===== src/rtl/usrt_tx_fifo_if.sv =====
// Write-side valid/ready handshake between the AMBA bridge and the USRT transmit FIFO.
// The bridge drives valid/data as master; the transmitter returns ready as slave.
interface usrt_tx_fifo_if #(
  parameter int DATA_W = 8
);
  logic              wr_valid;
  logic [DATA_W-1:0] wr_data;
  logic              wr_ready;

  modport master (output wr_valid, output wr_data, input  wr_ready);
  modport slave  (input  wr_valid, input  wr_data, output wr_ready);
endinterface


===== src/rtl/usrt_tx_fifo.sv =====
// USRT transmit path: DEPTH-entry write FIFO feeding a framing serializer
// (start 1, LSB-first data, optional parity, stop 0s) clocked by an internal bit divider.
module usrt_tx_fifo #(
  parameter int DATA_W    = 8,
  parameter int DEPTH     = 4,
  parameter int DIV       = 80,
  parameter int PARITY    = 1,
  parameter int STOP_BITS = 1
) (
  input  logic                       pClk,
  input  logic                       pReset,
  usrt_tx_fifo_if.slave              wr,
  input  logic                       tx_en,
  input  logic                       ovr_clr,
  output logic                       Rx,
  output logic                       uClk,
  output logic                       busy,
  output logic [$clog2(DEPTH+1)-1:0] count,
  output logic                       ovr
);

  localparam int CW = $clog2(DEPTH + 1);
  localparam int AW = $clog2(DEPTH);
  localparam int DW = $clog2(DIV);
  localparam int BW = (DATA_W > 1) ? $clog2(DATA_W) : 1;

  typedef enum logic [2:0] {
    ST_IDLE,
    ST_START,
    ST_DATA,
    ST_PARITY,
    ST_STOP
  } state_t;

  state_t            state_q, state_d;
  logic [DW-1:0]     div_q, div_d;
  logic [BW-1:0]     bit_q, bit_d;
  logic              stop_q, stop_d;
  logic [DATA_W-1:0] shift_q;
  logic              par_q;
  logic [AW-1:0]     wr_ptr_q, rd_ptr_q;
  logic [CW-1:0]     count_q, count_d;
  logic              wr_ready_q, wr_ready_d;
  logic              ovr_q, ovr_d;
  logic [DATA_W-1:0] mem_q [DEPTH];

  logic              push, pop, shift_en, bit_end, start_ok;
  logic [DATA_W-1:0] head;

  // Storage has no reset: only entries between the pointers are ever observed.
  always_ff @(posedge pClk) begin
    if (push) begin
      mem_q[wr_ptr_q] <= wr.wr_data;
    end
  end

  always_comb begin
    head     = mem_q[rd_ptr_q];
    start_ok = (count_q != '0) && tx_en;
    bit_end  = (state_q != ST_IDLE) && (div_q == DW'(DIV - 1));
    push     = wr.wr_valid && wr_ready_q;

    state_d  = state_q;
    bit_d    = bit_q;
    stop_d   = stop_q;
    pop      = 1'b0;
    shift_en = 1'b0;

    case (state_q)
      ST_IDLE: begin
        if (start_ok) begin
          state_d = ST_START;
          pop     = 1'b1;
        end
      end
      ST_START: begin
        if (bit_end) begin
          state_d = ST_DATA;
          bit_d   = '0;
        end
      end
      ST_DATA: begin
        if (bit_end) begin
          shift_en = 1'b1;
          if (bit_q == BW'(DATA_W - 1)) begin
            state_d = (PARITY != 0) ? ST_PARITY : ST_STOP;
            stop_d  = 1'b0;
          end else begin
            bit_d = bit_q + BW'(1);
          end
        end
      end
      ST_PARITY: begin
        if (bit_end) begin
          state_d = ST_STOP;
          stop_d  = 1'b0;
        end
      end
      ST_STOP: begin
        if (bit_end) begin
          if (stop_q == 1'(STOP_BITS - 1)) begin
            // Chain straight into the next frame so back-to-back words leave no idle gap.
            if (start_ok) begin
              state_d = ST_START;
              pop     = 1'b1;
            end else begin
              state_d = ST_IDLE;
            end
          end else begin
            stop_d = stop_q + 1'b1;
          end
        end
      end
      default: state_d = ST_IDLE;
    endcase

    if (state_q == ST_IDLE || div_q == DW'(DIV - 1)) begin
      div_d = '0;
    end else begin
      div_d = div_q + DW'(1);
    end

    count_d = count_q;
    if (push && !pop) begin
      count_d = count_q + CW'(1);
    end else if (pop && !push) begin
      count_d = count_q - CW'(1);
    end
    wr_ready_d = (count_d != CW'(DEPTH));

    // A rejected write sets the flag; the set beats a simultaneous clear.
    if (wr.wr_valid && !wr_ready_q) begin
      ovr_d = 1'b1;
    end else if (ovr_clr) begin
      ovr_d = 1'b0;
    end else begin
      ovr_d = ovr_q;
    end
  end

  always_ff @(posedge pClk) begin
    if (!pReset) begin
      state_q    <= ST_IDLE;
      div_q      <= '0;
      bit_q      <= '0;
      stop_q     <= 1'b0;
      shift_q    <= '0;
      par_q      <= 1'b0;
      wr_ptr_q   <= '0;
      rd_ptr_q   <= '0;
      count_q    <= '0;
      wr_ready_q <= 1'b1;
      ovr_q      <= 1'b0;
    end else begin
      state_q    <= state_d;
      div_q      <= div_d;
      bit_q      <= bit_d;
      stop_q     <= stop_d;
      count_q    <= count_d;
      wr_ready_q <= wr_ready_d;
      ovr_q      <= ovr_d;
      if (push) begin
        wr_ptr_q <= wr_ptr_q + AW'(1);
      end
      if (pop) begin
        rd_ptr_q <= rd_ptr_q + AW'(1);
        shift_q  <= head;
        par_q    <= (^head) ^ (PARITY == 2);
      end else if (shift_en) begin
        shift_q  <= shift_q >> 1;
      end
    end
  end

  always_comb begin
    case (state_q)
      ST_START:  Rx = 1'b1;
      ST_DATA:   Rx = shift_q[0];
      ST_PARITY: Rx = par_q;
      default:   Rx = 1'b0;
    endcase
  end

  assign uClk        = bit_end;
  assign busy        = (state_q != ST_IDLE);
  assign count       = count_q;
  assign ovr         = ovr_q;
  assign wr.wr_ready = wr_ready_q;

endmodule


===== src/flat_wrapper.sv =====
// flat-port wrapper written by rule: the top's interface ports become plain ports
module usrt_tx_fifo_flat 
#(
  parameter int DATA_W    = 8,
  parameter int DEPTH     = 4,
  parameter int DIV       = 80,
  parameter int PARITY    = 1,
  parameter int STOP_BITS = 1
)
  (pClk, pReset, tx_en, ovr_clr, Rx, uClk, busy, count, ovr, wr_wr_valid, wr_wr_data, wr_wr_ready);
  usrt_tx_fifo_if #(.DATA_W(DATA_W)) wr_i ();
  input  logic pClk;
  input  logic pReset;
  input  logic tx_en;
  input  logic ovr_clr;
  output logic Rx;
  output logic uClk;
  output logic busy;
  output logic [$clog2(DEPTH+1)-1:0] count;
  output logic ovr;
  input wire logic [$bits(wr_i.wr_valid)-1:0] wr_wr_valid;
  input wire logic [$bits(wr_i.wr_data)-1:0] wr_wr_data;
  output wire logic [$bits(wr_i.wr_ready)-1:0] wr_wr_ready;
  assign wr_i.wr_valid = wr_wr_valid;
  assign wr_i.wr_data = wr_wr_data;
  assign wr_wr_ready = wr_i.wr_ready;
  usrt_tx_fifo #(.DATA_W(DATA_W), .DEPTH(DEPTH), .DIV(DIV), .PARITY(PARITY), .STOP_BITS(STOP_BITS)) u_core (.pClk(pClk), .pReset(pReset), .wr(wr_i), .tx_en(tx_en), .ovr_clr(ovr_clr), .Rx(Rx), .uClk(uClk), .busy(busy), .count(count), .ovr(ovr));
endmodule

===== config.mk =====
export PLATFORM = sky130hd
export DESIGN_NAME = usrt_tx_fifo_flat
export DESIGN_NICKNAME = d
export VERILOG_FILES = /design/src/rtl/usrt_tx_fifo_if.sv /design/src/rtl/usrt_tx_fifo.sv /design/src/flat_wrapper.sv
export SDC_FILE = /design/constraint.sdc
export NUM_CORES = 1
export LEC_CHECK = 0
export CAP_MARGIN = 10
export CORE_MARGIN = 4
export CORE_UTILIZATION = 29
export DETAILED_ROUTE_END_ITERATION = 8
export HOLD_SLACK_MARGIN = 0.1
export PLACE_DENSITY = 0.55
export SLEW_MARGIN = 10
export SYNTH_ARGS = -nofsm -noshare
export SYNTH_HDL_FRONTEND = slang
export SYNTH_SLANG_ARGS = --single-unit

===== constraint.sdc =====
create_clock -name pClk -period 2.5 [get_ports pClk]
set_input_delay 0.25 -clock pClk [delete_from_list [all_inputs] [get_ports pClk]]
set_output_delay 0.25 -clock pClk [all_outputs]
set_load 0.02 [all_outputs]

==> results.ini <==
[status]
outcome = completed

[setup_path]
crit_path_end_kind = output port
critical_path.reg2reg.startpoint = u_core.div_q[0]
timing_worst_setup_path_type = register to output port
crit_path_start_kind = register
rrSetupSlack_ns = 0.46
critPathArrivalTime_ns = 2.08
cp_max_fo = 4
r2r-end = u_core.bit_q[2]
worstPathRequired_ns = 2.25
r2r_cells = 6

[global_route]
grt_usage_pct = 9.805
grt_first_pass_wirelength_mm = 8.687
grt_start_max_net_pins = 23
antenna_found_initial = 0
grt.overflow.total = 0
grt_pass1_vias = 1815

[logic_synthesis]
synth.area.top_cells = edfxtp_1 (34%), dfxtp_1 (23%), mux4_2 (6.4%)
synth_area_um2 = 2825
synth.distinct_cells = 42
synth-edff-count = 32
synth_top_cell_area_share_pct = 34.01
synth_fp_nets = 258
synth-async-reset-ratio_pct = 0
syn_inst = 235
synth_flop_cell = dfxtp_1
ys_ff_latch = 65
ys_warn_count = 0
yosys.area.top_type = edfxtp_1
syn_avg_cell_area_um2 = 12.02
ys_seq_area_share_pct = 57.40

[cts]
cts_resized = 0
cts.sinks = 65
post-cts-setup-buffers = 0
tritoncts = built
root_buffer = clkbuf_8
htreeDepth = 3
cts_buffer_depth = 2
hold_buffers = 0
numCtsBuffers = 9
clkTransAtPathRegs_ns = 0.08
insertion_delay_ns = 0.34

[timing]
setup_ws_ns = 0.1719
worst-slew-pin-transition_ns = 0.6754
final_hold_viol_count = 0
tns_ns = 0
slew-limit-headroom_pct = 54.92
finClkSkew_ns = 0.01268
period_minus_slack_ns = 2.328
fin_crit_sh_pct = 93.12
final-setup-viol-count = 0
max_freq_mhz = 429.5
rsz0062_at_grt = no
drv_slew = 0

[route]
ant_nets = 0
viasPerCell = 4.528
vias = 1793
drc = 0
routed_wirelength_mm = 5.123
drtIter0Drc = 44
dr.pass1.iters = 4
avgRoutedWirePerCell_um = 12.94

[hold_path]
worstHoldPathCells = 1
min-delay-start = u_core.div_q[0]
min_to = u_core.div_q[0]
hp-class = register to register

[floorplan]
rows = 35
floorplan.initialDensity_pct = 30.15
core-area_um2 = 9371
dieArea_um2 = 11380
die_h_um = 106.7
die_w_um = 106.7
ios = 21

[finish]
ff_latch_area_um2 = 1622
multiInputGateArea_um2 = 1120
antenna_cells = 0
mostFrequentLayoutCells = dfxtp_1 (33), edfxtp_1 (32), clkdlybuf4s50_1 (20), a21oi_1 (19), nor2_1 (19)
layout-drive-gt1-share_pct = 13.11
design_area_um2 = 3385
syn_to_final_growth_pct = 19.80
fillers = 961
fin_nets = 285
final_util_pct = 36.11
final_common_cell = dfxtp_1

[place]
gp_congestion = 0.7444
pre_cts_ws_ns = 0.4740
io_buffers = 20
placed_area_um2 = 3178
hpwl_mm = 3.501

[power]
powerDensity_nw_per_um2 = 947.3
ir_worst_vdd_mv = 0.4047
leakage_nw = 1.168

[flow_run]
max_cap_violations = 0

[state kept, by name, summed over array words and instances, names as in the netlist, named ones only]
signal              flops
u_core.ovr              1
u_core.wr_ptr_q         2
u_core.mem_q           32
u_core.state_q          3
u_core.shift_q          8
u_core.count            3
u_core.wr.wr_ready      1
u_core.div_q            7
u_core.rd_ptr_q         2
u_core.par_q            1
u_core.bit_q            3
[cells by family after synthesis]
kind of cell	share of synthesized area, %
AO/OA/AOI/OAI	9.123
adder cells (fa/ha/maj)	4.783
multiplexers	7.086
buffers and inverters	2.967
flip-flops	57.40
XOR/XNOR	5.890
AND/OR/NAND/NOR	12.76
[worst max path at each step]
stage	start	to
after detailed placement	u_core.div_q[0]	u_core.bit_q[2]
after global routing	u_core.div_q[0]	uClk
after CTS	u_core.div_q[0]	uClk
after floorplan	u_core.div_q[5]	u_core.bit_q[2]
after global placement	u_core.div_q[5]	u_core.bit_q[2]
final	u_core.div_q[0]	uClk
[Yosys cell counts, types with 2 or more instances]
| cell | instances |
|---|---|
| a21oi_1 | 19 |
| xnor2_1 | 14 |
| nor3_1 | 4 |
| and2_1 | 2 |
| nand2b_1 | 4 |
| nand2_1 | 16 |
| clkbuf_1 | 5 |
| edfxtp_1 | 32 |
| inv_1 | 10 |
| nand3_1 | 6 |
| buf_2 | 2 |
| ha_1 | 10 |
| mux2i_1 | 2 |
| a22oi_1 | 7 |
| dfxtp_1 | 33 |
| mux4_2 | 8 |
| nor2_1 | 19 |
| and3_1 | 8 |
| a31oi_1 | 2 |
| xor2_1 | 5 |
| nor3b_1 | 2 |
| o21ai_0 | 5 |
[where the power goes]
part	switching [mW]	leakage, nW	internal, mW	total [mW]
clock	0.445	0.0988	0.477	0.922
sequential	0.102	0.562	1.26	1.36
combinational	0.464	0.507	0.459	0.924
total	1.01	1.17	2.20	3.21
[metrics by stage]
| stage | std cells | hold slack (ns) | power (mW) |
|---|---|---|---|
| 2_1_floorplan | 235 | 0.3389 | 2.076 |
| 6_report | 396 | 0.4543 | 3.206 |
| 3_5_place_dp | 380 | 0.4394 | 2.316 |
| 3_3_place_gp | 380 | 0.4231 | 2.311 |
| 5_1_grt | 396 | 0.4722 | 3.403 |
| 4_1_cts | 396 | 0.4538 | 3.244 |
[cell type report]
class | instances | share of cell area (%)
inverter | 10 | 1.109
clock inverter | 7 | 2.440
clock buffer | 9 | 3.660
multi-input combinational | 151 | 33.09
timing repair buffer | 25 | 7.024
tap | 129 | 4.769
sequential | 65 | 47.91
[per-layer routing]
metal / part of all wire [%] / wire (um) / up-vias / GRT usage (%)
li1: - / - / 906 / -
met1: 48 / 2465 / 854 / 12.06
met2: 46 / 2356 / 28 / 15.65
met3: 4.9 / 250 / 5 / 3.974
met4: 1.0 / 51 / 0 / 3.288
met5: 0 / 0 / - / 0
[critical path, cell delays in order (launching register included)]
cell	delay (ns)
dfxtp_1	0.36
ha_1	0.22
nand3_1	0.15
nor2_1	0.26
and2_1	0.16
clkdlybuf4s50_1	0.59
No activity file was read; power rests on OpenSTA's default activity.
